`src/rtl/ps2_tx.sv`:
```
// ps2_tx: host-to-device PS/2 transmitter. Sends one command byte to the
// keyboard by inhibiting the bus, issuing a request-to-send start bit, then
// shifting data, parity and stop on device clock falling edges and sampling
// the device ACK. The pins are only ever pulled low (open-drain enables).
module ps2_tx #(
    parameter int counterBits = 16,
    parameter int inhibitClk  = 2500,
    parameter int timeoutClk  = 50000
) (
    input  logic       clk,
    input  logic       reset,
    input  logic       ps2Clk,
    input  logic       ps2Data,
    input  logic       start,
    input  logic [7:0] txData,
    output logic       ps2ClkLow,
    output logic       ps2DataLow,
    output logic       busy,
    output logic       done,
    output logic       error
);

    localparam logic [counterBits-1:0] INHIBIT_LAST = counterBits'(inhibitClk - 1);
    localparam logic [counterBits-1:0] TIMEOUT_LAST = counterBits'(timeoutClk - 1);
    localparam logic [counterBits-1:0] COUNT_ONE    = counterBits'(1);

    typedef enum logic [2:0] {
        S_IDLE,
        S_INHIBIT,
        S_DATA,
        S_PARITY,
        S_STOP,
        S_ACK,
        S_WAITIDLE
    } state_t;

    // Synchronizer and edge-detect history for the shared pins.
    logic r_clk_meta, r_clk_sync, r_clk_prev;
    logic r_dat_meta, r_dat_sync;

    // Frame state.
    state_t                 r_state,     w_state_nxt;
    logic [7:0]             r_shift,     w_shift_nxt;
    logic                   r_parity,    w_parity_nxt;
    logic [counterBits-1:0] r_count,     w_count_nxt;
    logic [2:0]             r_idx,       w_idx_nxt;
    logic                   r_clk_low,   w_clk_low_nxt;
    logic                   r_data_low,  w_data_low_nxt;
    logic                   r_busy,      w_busy_nxt;
    logic                   r_done,      w_done_nxt;
    logic                   r_error,     w_error_nxt;

    logic w_fall;
    logic w_timeout;

    assign w_fall    = r_clk_prev & ~r_clk_sync;
    assign w_timeout = (r_count == TIMEOUT_LAST);

    assign ps2ClkLow  = r_clk_low;
    assign ps2DataLow = r_data_low;
    assign busy       = r_busy;
    assign done       = r_done;
    assign error      = r_error;

    // Two-flop synchronizers; idle-high reset avoids a phantom falling edge.
    always_ff @(posedge clk) begin
        if (reset) begin
            r_clk_meta <= 1'b1;
            r_clk_sync <= 1'b1;
            r_clk_prev <= 1'b1;
            r_dat_meta <= 1'b1;
            r_dat_sync <= 1'b1;
        end else begin
            r_clk_meta <= ps2Clk;
            r_clk_sync <= r_clk_meta;
            r_clk_prev <= r_clk_sync;
            r_dat_meta <= ps2Data;
            r_dat_sync <= r_dat_meta;
        end
    end

    // State register: all frame state and the registered pin enables.
    always_ff @(posedge clk) begin
        // NOTE: non-blocking assignments so every register samples pre-edge values.
        if (reset) begin
            r_state    <= S_IDLE;
            r_shift    <= '0;
            r_parity   <= 1'b0;
            r_count    <= '0;
            r_idx      <= '0;
            r_clk_low  <= 1'b0;
            r_data_low <= 1'b0;
            r_busy     <= 1'b0;
            r_done     <= 1'b0;
            r_error    <= 1'b0;
        end else begin
            r_state    <= w_state_nxt;
            r_shift    <= w_shift_nxt;
            r_parity   <= w_parity_nxt;
            r_count    <= w_count_nxt;
            r_idx      <= w_idx_nxt;
            r_clk_low  <= w_clk_low_nxt;
            r_data_low <= w_data_low_nxt;
            r_busy     <= w_busy_nxt;
            r_done     <= w_done_nxt;
            r_error    <= w_error_nxt;
        end
    end

    // Next-state logic: request sequence, bit shifting, ACK sampling and timeout.
    always_comb begin
        // NOTE: every target gets a default first so no latch is inferred.
        w_state_nxt    = r_state;
        w_shift_nxt    = r_shift;
        w_parity_nxt   = r_parity;
        w_count_nxt    = r_count;
        w_idx_nxt      = r_idx;
        w_clk_low_nxt  = r_clk_low;
        w_data_low_nxt = r_data_low;
        w_busy_nxt     = r_busy;
        w_done_nxt     = 1'b0;
        w_error_nxt    = 1'b0;

        unique case (r_state)
            S_IDLE: begin
                if (start) begin
                    w_shift_nxt   = txData;
                    w_parity_nxt  = ~^txData;
                    w_busy_nxt    = 1'b1;
                    w_clk_low_nxt = 1'b1;
                    w_count_nxt   = '0;
                    w_idx_nxt     = '0;
                    w_state_nxt   = S_INHIBIT;
                end
            end

            S_INHIBIT: begin
                if (r_count == INHIBIT_LAST) begin
                    // Clock release and start bit happen on the same edge.
                    w_data_low_nxt = 1'b1;
                    w_clk_low_nxt  = 1'b0;
                    w_count_nxt    = '0;
                    w_state_nxt    = S_DATA;
                end else begin
                    w_count_nxt = r_count + COUNT_ONE;
                end
            end

            S_DATA, S_PARITY, S_STOP, S_ACK: begin
                if (w_fall) begin
                    w_count_nxt = '0;
                    unique case (r_state)
                        S_DATA: begin
                            w_data_low_nxt = ~r_shift[r_idx];
                            if (r_idx == 3'd7) begin
                                w_idx_nxt   = '0;
                                w_state_nxt = S_PARITY;
                            end else begin
                                w_idx_nxt = r_idx + 3'd1;
                            end
                        end
                        S_PARITY: begin
                            w_data_low_nxt = ~r_parity;
                            w_state_nxt    = S_STOP;
                        end
                        S_STOP: begin
                            w_data_low_nxt = 1'b0;
                            w_state_nxt    = S_ACK;
                        end
                        default: begin
                            // ACK: device holds data low to acknowledge.
                            w_done_nxt  = ~r_dat_sync;
                            w_error_nxt = r_dat_sync;
                            w_state_nxt = S_WAITIDLE;
                        end
                    endcase
                end else if (w_timeout) begin
                    w_error_nxt    = 1'b1;
                    w_clk_low_nxt  = 1'b0;
                    w_data_low_nxt = 1'b0;
                    w_busy_nxt     = 1'b0;
                    w_count_nxt    = '0;
                    w_idx_nxt      = '0;
                    w_state_nxt    = S_IDLE;
                end else begin
                    w_count_nxt = r_count + COUNT_ONE;
                end
            end

            S_WAITIDLE: begin
                if (r_clk_sync && r_dat_sync) begin
                    w_busy_nxt  = 1'b0;
                    w_state_nxt = S_IDLE;
                end
            end

            default: begin
                w_state_nxt = S_IDLE;
            end
        endcase
    end

endmodule
```
`config.mk`:
```
export PLATFORM = sky130hd
export DESIGN_NAME = ps2_tx
export DESIGN_NICKNAME = d
export VERILOG_FILES = /design/src/rtl/ps2_tx.sv
export SDC_FILE = /design/constraint.sdc
export NUM_CORES = 1
export LEC_CHECK = 0
export BUFFER_PORTS_ARGS = -buffer_cell sky130_fd_sc_hd__buf_2
export CAP_MARGIN = 20
export CORE_MARGIN = 4
export CORE_UTILIZATION = 61
export CTS_CLUSTER_DIAMETER = 100
export DETAILED_ROUTE_END_ITERATION = 16
export HOLD_SLACK_MARGIN = 0.06
export PLACE_DENSITY = 0.79
export SLEW_MARGIN = 10
export SYNTH_ARGS = -nofsm -noshare
export SYNTH_HDL_FRONTEND = slang
export SYNTH_SLANG_ARGS = --single-unit
```
`constraint.sdc`:
```
create_clock -name clk -period 4.2 [get_ports clk]
set_input_delay 0.84 -clock clk [delete_from_list [all_inputs] [get_ports clk]]
set_output_delay 0.84 -clock clk [all_outputs]
set_load 0.005 [all_outputs]
```
### Yosys cells after proc, flatten, opt, wreduce, memory -nomap -nowiden

Cells that the tools add are included.

| storage, ports and cells | value |
|---|---|
| register bits | 41 |
| input bits | 13 |
| output and inout port bits | 5 |

| cells by class | value |
|---|---|
| $add $sub $neg | 2 |
| order comparisons | 1 |
| equality and inequality tests | 18 |
| multiplexer cells | 34 |
| bitwise operators | 7 |
| reductions and logical operators | 18 |

Operators by type and width:

| operator | number |
|---|---|
| 16-bit 2-to-1 mux | 4 |
| 16-bit case mux with 3 select lines | 1 |
| 3-bit 2-to-1 mux | 10 |
| 16-bit by 1-bit adder with 16-bit output (second input constant) | 1 |
| 16-bit by 12-bit equality test with 1-bit output (second input constant) | 1 |
| 16-bit equality test (second input constant) | 1 |
| 5-bit AND reduction | 3 |
| 3-bit equality test (second input constant) | 4 |
| 3-bit case mux with 4 select lines | 1 |
| 1-bit 2-to-1 mux | 11 |
| 2-bit != test (second input constant) | 5 |
| 1-bit case mux with 3 select lines | 3 |
| 3-bit case mux with 3 select lines | 1 |
| 4-bit AND reduction | 2 |
| 8-bit XNOR reduction | 1 |
| 3-bit by 2-bit equality test with 1-bit output (second input constant) | 2 |
| 3-bit != test (second input constant) | 2 |
| 1-bit NOT | 6 |
| 3-bit case mux with 2 select lines | 1 |
| 3-bit nonzero test | 2 |
| 6-bit OR reduction | 1 |
| 5-bit != test (second input constant) | 1 |
| 3-bit by 4-bit less-than comparator with 1-bit output (second input constant) | 1 |
| 4-bit != test (second input constant) | 1 |
| other kinds (12) | 14 |

### Longest topological paths before layout

| depth | value |
|---|---|
| depth after elaboration | 6 |
| mapped depth | 7 |

### Worst setup path before layout

OpenSTA, ideal clock, no wires.

| timing | value |
|---|---|
| kind | input -> register |
| start point | input start |
| end point | register r_count[9] |
| setup time | 74 ps |
| arrival | 1930 ps |
| data required time | 4126 ps |
| slack | 2196 ps |
| cell stages on the path | 5 |
| path buffers | 0 |
| cell sequence | nor4_2 -> nor4_4 -> nand2_2 -> or4b_1 -> a31oi_1 |

| on the way | value |
|---|---|
| longest elaborated chain between the ends | 2 |

RTL lines:

| item | RTL line | source |
|---|---|---|
| from (decl) | 14 | `input logic start,` |
| 2-bit != test (no source line) | - |  |
| 2-bit AND reduction (no source line) | - |  |
| to (signal assigned) | 100 | `r_count <= w_count_nxt;` |
| to (decl) | 45 | `logic [counterBits-1:0] r_count, w_count_nxt;` |

Every way passes these cells.
A chain may end at the register's enable or synchronous reset.

### Worst setup path after layout

| timing | value |
|---|---|
| start point | register r_count[0] |
| end point | register r_count[0] |

| on the way | value |
|---|---|
| longest elaborated chain between the ends | 4 |
| elaborated cells on any way between the ends | 7 |

RTL lines:

| item | RTL line | source |
|---|---|---|
| 16-bit by 1-bit adder with 16-bit output or 16-bit equality test (tied branches) | 145, 186, 57 |  |
| 16-bit 2-to-1 mux | 177 | `end else if (w_timeout) begin` |
| 16-bit 2-to-1 mux | 150 | `if (w_fall) begin` |
| 16-bit case mux with 3 select lines (*) | 124 | `unique case (r_state)` |

Mark *: on every way between the ends. The rest lies on a longest branch, timed or not.

==> impl_table.tex <==
\begin{tabular}{lr}
\hline
Metric & Value \\
\hline
\multicolumn{2}{l}{\textbf{Status}} \\
\quad Outcome & finished clean \\
\multicolumn{2}{l}{\textbf{Yosys}} \\
\quad Share of synthesized registers carrying an async set or reset & 0\% \\
\quad Count of state elements after synthesis & $\sim$40 \\
\quad Count of mapped cells out of synthesis & approximately 250 \\
\quad Predominant post-synthesis flop cell & dfxtp\_1 \\
\quad Sequential share of the synthesized area & 38.5\% \\
\quad Average cell area after synthesis & between 8 and 9 um\^{}2 \\
\quad Number of synthesized flops with an enable pin & 0 \\
\quad Cell Area, Synth & 2130 um\^{}2 \\
\quad Distinct cell type count of the synthesized netlist & 54 \\
\quad Synth warnings & 0 \\
\quad Syn\_nets & roughly 260 \\
\multicolumn{2}{l}{\textbf{Place}} \\
\quad Total half-perimeter wirelength after legalization and detailed placement & slightly below 3000 um \\
\quad Post-detailed-placement cell area & 2210 um\^{}2 \\
\quad Gp weighted congestion & 0.833 \\
\quad Count of port buffers added during placement & 17 \\
\multicolumn{2}{l}{\textbf{STA}} \\
\quad Max Slew Vio Count & 0 \\
\quad Achievable Freq & 0.405 GHz \\
\quad Final hold vios & 0 \\
\quad Period Utilization, post-route & roughly 59\% \\
\quad Final worst path period need & 2.47 ns \\
\quad Worst Tran Pin Value & 0.961 ns \\
\quad Aggregate negative setup slack & 0 ns \\
\quad Unrepaired setup endpoints after global routing & no \\
\quad Setup Skew & 0.00617 ns \\
\quad Final setup violation count & 0 \\
\quad Worst slew slack as a fraction of its limit & 35.4\% \\
\multicolumn{2}{l}{\textbf{GRT}} \\
\quad Number of global-route vias before repair & around 1700 \\
\quad Initial antenna violation count & 0 \\
\quad Total track usage & 21.0\% \\
\quad First-pass GRT wire length & 7310 um \\
\quad Total global routing overflow & 0 \\
\quad Maximum number of pins on one net before global-route repair & 29 \\
\multicolumn{2}{l}{\textbf{Clock tree}} \\
\quad Number of gates resized after CTS & 0 \\
\quad Clock Sink Count & 41 \\
\quad Root cell of the clock tree & clkbuf\_4 \\
\quad Clock tree from TritonCTS & yes \\
\quad Register clock-pin slew on the reported worst setup and hold paths & 0.12 ns \\
\quad Number of setup buffers added after CTS & 0 \\
\quad H-tree depth reported by CTS & 2 \\
\quad Hold-fix buffers at CTS & 0 \\
\quad Maximum buffer depth of the clock tree & 2 \\
\quad Clock latency of the later-clocked register in the worst-skew pair & 0.35 ns \\
\quad Number of buffers created by CTS & 5 \\
\multicolumn{2}{l}{\textbf{Flow run}} \\
\quad Number of max-cap violations & 0 \\
\multicolumn{2}{l}{\textbf{Layout}} \\
\quad Layout cells sized above 1 & 14.7\% \\
\quad \# diodes & 0 \\
\quad Post-layout net count & 273 \\
\quad Final-layout fill cell count & roughly 320 \\
\quad Cell area after layout & 2300 um\^{}2 \\
\quad Commonest cells after routing, fill and taps aside & 41 x dfxtp\_1, 37 x nand2\_1, 20 x nor2\_1 \\
\quad Most common cell after layout, fill and taps aside & dfxtp\_1 \\
\quad Synth-to-Final Area Change & 7.62\% \\
\multicolumn{2}{l}{\textbf{Critical path}} \\
\quad Maximum fanout along the worst path & 16 \\
\quad Crit path kind & reg -> reg \\
\quad Startpoint Class & register \\
\quad Data arrival time of the critical path & 2.70 ns \\
\quad Req. time, crit path & between 4 and 5 ns \\
\quad Kind of end point of the critical path & register \\
\multicolumn{2}{l}{\textbf{Route}} \\
\quad Starting DRC count in detailed routing & 164 \\
\quad Post-route antenna net violation count & 0 \\
\quad Overall via count from detail\_route & 1762 \\
\quad Wire length after detailed routing & 4100 um \\
\quad Drt wl/cell & 13.5 um \\
\quad Pre-Repair DR Iteration Count & 4 \\
\quad Detailed-route DRC error count & 0 \\
\quad Per-cell via count in the routed design & 5.80 \\
\multicolumn{2}{l}{\textbf{Floorplanning}} \\
\quad Standard cell core area & between 3000 and 4000 um\^{}2 \\
\quad Floorplan row count & 21 \\
\quad Die Wd & 67.2 um \\
\quad Overall die area & 4510 um\^{}2 \\
\quad Boundary pin count & 18 \\
\quad Initial standard-cell utilization of the core & 63.5\% \\
\quad Vert. Die Dim & 67.2 um \\
\multicolumn{2}{l}{\textbf{Power}} \\
\quad Relative contribution of sequential cells to total power & 52.0\% \\
\quad Net switching share of the total power & 26.6\% \\
\quad Fraction of power consumed by combinational cells & $\sim$16\% \\
\quad Internal & 608 uW \\
\quad Switching power summed over all nets & roughly 220 uW \\
\quad Cell leakage power & 0.812 nW \\
\quad Power density of the placed cells & roughly 360 nW/um\^{}2 \\
\quad Worst IR drop on VDD & 304 uV \\
\quad Share of power burned in the clock network & 32.5\% \\
\multicolumn{2}{l}{\textbf{Hold path}} \\
\quad Min-delay worst type & reg -> reg \\
\hline
\end{tabular}
## power groups by stage
stage / Clock [mW] / Sequential, mW / Combinational, mW
global placement: 0 / 0.439 / 0.126
CTS: 0.271 / 0.430 / 0.129
detailed placement: 0 / 0.439 / 0.128
global route: 0.289 / 0.434 / 0.144
finish: 0.269 / 0.430 / 0.128
floorplan: 0 / 0.429 / 0.109
## worst max-delay path: stages (launching register included)
cell and delay [ns]:
dfxtp_1 0.43, ha_1 0.25, nor4b_1 0.42, and4_1 0.38
a2bb2oi_4 0.28, a21o_1 0.49, nor2_1 0.10
## registers in the layout, indices dropped and copies added (netlist names)
signal	cells
r_clk_prev	1
busy	1
ps2ClkLow	1
r_clk_meta	1
r_clk_sync	1
r_shift	8
ps2DataLow	1
done	1
r_dat_meta	1
r_idx	3
r_state	3
r_parity	1
r_count	16
error	1
r_dat_sync	1
## layer usage
metal | wire (um) | part of all wire, % | vias up | GRT usage [%]
met4 | 51 | 1.2 | 0 | 7.59
met5 | 0 | 0 | - | 0
met2 | 1870 | 45 | 43 | 32.8
met1 | 1970 | 48 | 819 | 28.2
met3 | 218 | 5.3 | 5 | 5.16
li1 | - | - | 895 | -
## worst paths after layout
path               from         end  slack [ns]  cells past startpoint
max          r_count[0]  r_count[0]        1.73                      6
min reg2reg  r_dat_meta  r_dat_sync        0.42                      1
max reg2reg  r_count[0]  r_count[0]        1.73                      6
min          r_dat_meta  r_dat_sync        0.42                      1
## layout make-up
class,count,area (um^2),share of cell area (%)
Inverter,2,7.51,0.327
Timing Repair Buffer,17,85.1,3.70
Sequential cell,41,821,35.7
Clock buffer,7,55.1,2.40
Tap cell,46,57.6,2.51
Multi-Input combinational cell,190,1240,54.0
Clock inverter,1,30.0,1.31
## logic make-up after synthesis
logic type,synth area share [%]
AOI/OAI and AO/OA,13.9
xor gates and xnor gates,8.62
adders and majority gates,1.76
buffers and inverters,3.40
DFF,38.5
muxes,3.99
and+or+nand+nor,29.9
## per-stage QoR
| stage | hold WS, ns | util [%] | std cells | worst slack, ns | power [mW] |
|---|---|---|---|---|---|
| 2_1_floorplan | 0.389 | - | 246 | 2.20 | 0.538 |
| 3_3_place_gp | 0.398 | 65.8 | 296 | 1.75 | 0.565 |
| 3_5_place_dp | 0.397 | 65.8 | 296 | 1.72 | 0.567 |
| 4_1_cts | 0.424 | 68.3 | 304 | 1.71 | 0.830 |
| 5_1_grt | 0.434 | 68.3 | 304 | 1.48 | 0.868 |
| 6_report | 0.422 | 68.3 | 304 | 1.73 | 0.828 |
## cells in the mapped netlist, drive strengths merged, types with 2 or more instances
cell	count	share of area [%]
dfxtp	41	38
nand2	38	6.8
nor2	20	3.5
a21oi	15	3.5
xnor2	12	4.9
clkbuf	9	1.6
nand4	9	2.6
xor2	9	3.7
nand2b	8	2.3
o21ai	7	1.6
a31oi	5	1.5
and2	5	1.6
nor4	5	2.5
or2	5	1.5
buf	4	1.5
mux2i	4	1.9
nand3	4	0.94
a211oi	3	1.1
and3	3	0.88
ha	3	1.8
a21o	2	0.70
a311oi	2	0.82
and2b	2	0.76
and4	2	0.82
and4b	2	0.94
inv	2	0.35
mux4	2	2.1
nor2b	2	0.59
nor3b	2	0.70
nor4b	2	0.82
(Power assumes the default switching activity.)
